**src/rtl/instr_fetch_if.sv**
```systemverilog
// Instruction-memory fetch bus: request/valid handshake between fetch stage and memory.
interface instr_fetch_if #(
  parameter int unsigned AW = 8,
  parameter int unsigned IW = 8
);
  logic          req;
  logic [AW-1:0] addr;
  logic [IW-1:0] rdata;
  logic          valid;

  modport master (output req, output addr, input rdata, input valid);
  modport slave  (input req, input addr, output rdata, output valid);
endinterface

```
**src/rtl/instr_fetch.sv**
```systemverilog
// Instruction fetch stage: owns the PC, fetches over the imem bus, holds the instruction
// for the back end and picks the next PC. Define INSTR_FETCH_HALT_EN to add the HALT state.
module instr_fetch #(
  parameter int unsigned    AW       = 8,
  parameter int unsigned    IW       = 8,
  parameter logic [AW-1:0]  RESET_PC = '0
) (
  input  logic              clk,
  input  logic              reset,
  instr_fetch_if.master     imem,
  output logic              instr_valid,
  output logic [2:0]        op,
  output logic [3:0]        imm,
  output logic [AW-1:0]     pc,
  input  logic              exec_ready,
  input  logic              branch,
  input  logic              zero,
  input  logic              jump,
`ifdef INSTR_FETCH_HALT_EN
  output logic              halted,
`endif
  output logic [7:0]        retired
);

`ifdef INSTR_FETCH_HALT_EN
  typedef enum logic [1:0] {StFetch, StIssue, StHalt} state_e;
`else
  typedef enum logic [0:0] {StFetch, StIssue} state_e;
`endif

  state_e        state_q, state_d;
  logic [AW-1:0] pc_q, pc_d;
  logic [IW-1:0] ir_q, ir_d;
  logic [7:0]    retired_q, retired_d;
  logic          armed_q;
  logic [AW-1:0] jtarget, br_target, seq_pc, next_pc;

  // Cleared by reset so the first request only goes out the cycle after reset drops.
  always_ff @(posedge clk) begin
    if (reset) begin
      state_q   <= StFetch;
      pc_q      <= RESET_PC;
      ir_q      <= '0;
      retired_q <= '0;
      armed_q   <= 1'b0;
    end else begin
      state_q   <= state_d;
      pc_q      <= pc_d;
      ir_q      <= ir_d;
      retired_q <= retired_d;
      armed_q   <= 1'b1;
    end
  end

  always_comb begin
    jtarget   = AW'(ir_q[IW-4:0]);
    seq_pc    = pc_q + AW'(1);
    br_target = seq_pc + {{(AW-4){ir_q[3]}}, ir_q[3:0]};
    if (jump) begin
      next_pc = jtarget;
    end else if (branch && zero) begin
      next_pc = br_target;
    end else begin
      next_pc = seq_pc;
    end
  end

  always_comb begin
    state_d     = state_q;
    pc_d        = pc_q;
    ir_d        = ir_q;
    retired_d   = retired_q;
    imem.req    = 1'b0;
    instr_valid = 1'b0;
    case (state_q)
      StFetch: begin
        imem.req = armed_q;
        if (armed_q && imem.valid) begin
          ir_d    = imem.rdata;
          state_d = StIssue;
        end
      end
      StIssue: begin
        instr_valid = 1'b1;
        if (exec_ready) begin
          retired_d = retired_q + 8'd1;
          state_d   = StFetch;
          pc_d      = next_pc;
`ifdef INSTR_FETCH_HALT_EN
          if (ir_q[IW-1:IW-3] == 3'b111 && ir_q[3:0] == 4'hF) begin
            state_d = StHalt;
            pc_d    = pc_q;
          end
`endif
        end
      end
      default: ;
    endcase
  end

  assign imem.addr = pc_q;
  assign op        = ir_q[IW-1:IW-3];
  assign imm       = ir_q[3:0];
  assign pc        = pc_q;
  assign retired   = retired_q;
`ifdef INSTR_FETCH_HALT_EN
  assign halted    = (state_q == StHalt);
`endif

endmodule
```
**src/flat_wrapper.sv**
```systemverilog
// flat-port wrapper written by rule: the top's interface ports become plain ports
module instr_fetch_flat 
#(
  parameter int unsigned    AW       = 8,
  parameter int unsigned    IW       = 8,
  parameter logic [AW-1:0]  RESET_PC = '0
)
  (clk, reset, instr_valid, op, imm, pc, exec_ready, branch, zero, jump, retired, imem_req, imem_addr, imem_rdata, imem_valid);
  instr_fetch_if #(.AW(AW), .IW(IW)) imem_i ();
  input  logic clk;
  input  logic reset;
  output logic instr_valid;
  output logic [2:0] op;
  output logic [3:0] imm;
  output logic [AW-1:0] pc;
  input  logic exec_ready;
  input  logic branch;
  input  logic zero;
  input  logic jump;
  output logic [7:0] retired;
  output wire logic [$bits(imem_i.req)-1:0] imem_req;
  output wire logic [$bits(imem_i.addr)-1:0] imem_addr;
  input wire logic [$bits(imem_i.rdata)-1:0] imem_rdata;
  input wire logic [$bits(imem_i.valid)-1:0] imem_valid;
  assign imem_req = imem_i.req;
  assign imem_addr = imem_i.addr;
  assign imem_i.rdata = imem_rdata;
  assign imem_i.valid = imem_valid;
  instr_fetch #(.AW(AW), .IW(IW), .RESET_PC(RESET_PC)) u_core (.clk(clk), .reset(reset), .imem(imem_i), .instr_valid(instr_valid), .op(op), .imm(imm), .pc(pc), .exec_ready(exec_ready), .branch(branch), .zero(zero), .jump(jump), .retired(retired));
endmodule
```
**config.mk**
```make
export PLATFORM = sky130hd
export DESIGN_NAME = instr_fetch_flat
export DESIGN_NICKNAME = d
export VERILOG_FILES = /design/src/rtl/instr_fetch_if.sv /design/src/rtl/instr_fetch.sv /design/src/flat_wrapper.sv
export SDC_FILE = /design/constraint.sdc
export NUM_CORES = 1
export LEC_CHECK = 0
export ABC_CLOCK_PERIOD_IN_PS = 3710
export BUFFER_PORTS_ARGS = -buffer_cell sky130_fd_sc_hd__buf_2
export CAP_MARGIN = 30
export CORE_MARGIN = 8
export CORE_UTILIZATION = 50
export CTS_BUF_LIST = sky130_fd_sc_hd__clkbuf_16
export DETAILED_ROUTE_END_ITERATION = 10
export GPL_TIMING_DRIVEN = 0
export PLACE_DENSITY = 0.8
export SYNTH_ARGS = -nofsm -noshare
export SYNTH_HDL_FRONTEND = slang
export SYNTH_SLANG_ARGS = --single-unit
```
**constraint.sdc**
```tcl
create_clock -name clk -period 3.71 [get_ports clk]
set_input_delay 0.1855 -clock clk [delete_from_list [all_inputs] [get_ports clk]]
set_output_delay 0.1855 -clock clk [all_outputs]
set_load 0.05 [all_outputs]
```
==> out/qor.csv <==
metric;value;unit
Setup Skew;0.004039;ns
Starting Density;0.5254;
CTS root buffer;clkbuf_16;
H-tree Lvls;1;
initial drt markers;109;
Post-Route WL;4050;um
Die W;72.64;um
Required @ worst endpoint;3.88;ns
count of hold-fix buffers inserted at cts;0;
CP Class;register to register;
mux cell area share after synthesis;0.01248;
Inserted Diodes;0;
Stages on worst setup path;8;
simple-gate share of the synthesized area;0.2239;
synthesized-area fraction occupied by xor and xnor cells;0.08190;
Synth Area per Inst;7.980;um2
flop-to-flop setup slack;1.29;ns
Yosys top cell by area;dfxtp_1;
register area share after synthesis;0.3245;
Slew @ Worst Pin;0.5624;ns
maximum clock rate;0.4136;GHz
RR Endpoint;u_core.imem.addr[6];
post-synth cell types;37;
Placeable Area;3053;um2
Critical Path Max Stage Delay;0.50;ns
top post-synthesis cells by area;dfxtp_1 32%, buf_4 7.0%, ha_1 7.0%;
Post-CTS Resized;0;
leakage;0.9262;nW
Die Y;72.64;um
reg-to-reg startpoint;u_core.imem.addr[0];
maxcap violations;0;
critical path launch point type;register;
Area Overhead vs Synth;24.03;%
GRT met2 Usage;0.2594;
worst hold start;imem_rdata[0];
worst relative slew slack;0.6250;
R2R depth;8;
endpoint type of the worst setup path;register;
vias in the first global route;1459;
CTS Buf Count;3;
power per cell area;360.8;nW/um2
initial antenna violation count;0;
Finished Core Util;0.6516;
DRC;0;
# port buffers;45;
share of post-route cells with drive strength above 1;0.2680;
final setup vio count;0;
CP top delay family;compound AO/OA/AOI/OAI gates;
Worst Setup SP;u_core.imem.addr[0];
status;finished, final reports clean;
# Post-CTS Setup Buffers;0;
Slowest-stage cell, CP;dfxtp_1;
Skew-Pair Late Insertion Delay;0.26;ns
post-route ant nets;0;
met1 Use GR;0.1696;
GRT Util Overall;0.1489;
vias;1537;
CTS max path bufs;2;
detailed placer's ending HPWL;3043;um
hold slack;0.1700;ns
met3 usage;0.04945;
Synth Cell Area;1604;um2
setup TNS;0;ns
post-synthesis adder-cell area fraction;0.08268;
top-count cell post-synth;dfxtp_1;
CTS tree;yes;
Yosys warnings;0;
nets@finish;276;
drt wl/cell;13.78;um
Final Hold Fails;0;
Synth Area in Compound Gates;0.1732;
I/O pin total;48;
Mapped Cells;201;
Worst VDD drop;227.2;uV
total grt overflow;0;
Post-synth EDFFs;0;
fin crit share;0.6517;
Cell Chain, Critical Path;ha_1 -> nand3_1 -> xnor2_1 -> ha_1 -> and2_1 -> a221oi_1 -> a21oi_1 -> o31ai_1;
largest family of logic cells by synthesized area;simple AND/OR/NAND/NOR gates;
Sink Count;26;
Synth async-reset ratio;0;
ys flop type;dfxtp_1;
Post-synth top cells;26 x dfxtp_1, 23 x nand2_1, 21 x a21oi_1;
RSZ-0062 raised after global routing;no;
Pins Over Slew Limit;0;
largest net degree at the start of global routing;16;
# rows;20;
Yosys reg bits;26;
Clock transition at path regs;0.07;ns
first-pass GRT wire length;6396;um
worst path bufs/invs;0;
HP Class;input pin to register;
Top Usage Layer GRT;met2;
fill count;296;
die footprint;5277;um2
Final Critical Period;2.418;ns
router iterations before antenna repair;4;
Yosys top cell area share;0.3245;
GPL Wtd Cong;0.8132;
WP data arrival;2.59;ns
vias per cell;5.228;
Worst Path Max Fanout;9;
Setup crit end;u_core.imem.addr[6];
most used cell, CP;ha_1;
Syn Nets;226;
layer usage:
metal,wire length (um),part of all wire,vias to the layer above
li1,-,-,798
met1,1808,0.45,682
met2,1862,0.46,53
met3,346,0.085,4
met4,32,0.0079,0
met5,0,0,-
report_power, final:
part | total (mW) | internal [mW] | switching, mW
logic | 0.110 | 0.0367 | 0.0734
clock network | 0.312 | 0.215 | 0.0977
registers | 0.295 | 0.287 | 0.00886
total | 0.718 | 0.538 | 0.180
layout make-up:
type | instances | area [um2] | share of cell area
sequential | 26 | 520.5 | 0.2616
clock inverter | 1 | 30.03 | 0.01509
inverter | 3 | 11.26 | 0.005660
timing repair buffer | 45 | 225.2 | 0.1132
tap | 44 | 55.05 | 0.02767
multi-input combinational | 147 | 920.9 | 0.4629
buffer | 25 | 151.4 | 0.07610
clock buffer | 3 | 75.07 | 0.03774
metrics by stage:
step	area (um2)	worst slack (ns)	total power [mW]	cells
floorplan	1604	1.219	0.3829	201
global route	1989	1.112	0.7402	294
finish	1989	1.292	0.7179	294
global placement	1884	1.362	0.4096	290
CTS	1989	1.310	0.7196	294
detailed placement	1884	1.368	0.4110	290
cells in the final DEF, fill, tap and decap left out:
cell / netlist / final
a31oi_1: 3 / 3
o22ai_1: 1 / 1
nor3_1: 5 / 5
ha_1: 9 / 9
a311oi_1: 1 / 1
a21o_2: 1 / 1
a221oi_1: 1 / 1
and2_1: 3 / 3
a22oi_1: 1 / 1
o31ai_1: 1 / 1
a41oi_1: 1 / 1
xor2_1: 6 / 6
clkbuf_1: 9 / 9
mux2i_1: 2 / 2
bufinv_16: 0 / 1
o21a_1: 1 / 1
clkbuf_16: 0 / 3
buf_4: 15 / 15
nand3_1: 14 / 14
nor2b_1: 2 / 2
nor2_1: 11 / 11
o211ai_1: 1 / 1
a211oi_1: 5 / 5
and3_1: 4 / 4
xnor2_1: 9 / 9
dfxtp_1: 26 / 26
nand2b_1: 2 / 2
fa_1: 1 / 1
or3_1: 3 / 3
o21ai_0: 7 / 7
a21oi_1: 21 / 21
nand2_2: 1 / 1
nand2_1: 23 / 23
nand4_1: 4 / 4
or4b_1: 1 / 1
a32o_1: 1 / 1
inv_1: 3 / 3
buf_2: 1 / 46
nand3b_1: 1 / 1
flip-flops by register name (all words and copies together) (netlist names):
signal,flops
u_core.retired,8
u_core.imem.addr,8
u_core.state_q,1
u_core.ir_q,8
u_core.armed_q,1
worst min-delay path, cell delays in order:
cell and delay [ns]:
buf_2 0.10, nand3_1 0.05, a21oi_1 0.05
kinds of logic after synthesis:
logic type	count (synthesis)
multiplexers	2
AND/OR/NAND/NOR	74
flip-flops	26
AO/OA/AOI/OAI	46
buffers and inverters	28
XOR/XNOR	15
adder cells (fa/ha/maj)	10
worst min-delay path by stage:
stage,to,slack [ns],cells after the start
final,u_core.ir_q[0],0.17,3
after global routing,u_core.ir_q[5],0.18,3
after CTS,u_core.ir_q[0],0.17,3
after detailed placement,u_core.ir_q[4],0.45,3
after global placement,u_core.ir_q[7],0.44,3
after floorplan,u_core.ir_q[4],0.33,2
Note: power is estimated with default switching activity, not from simulation.
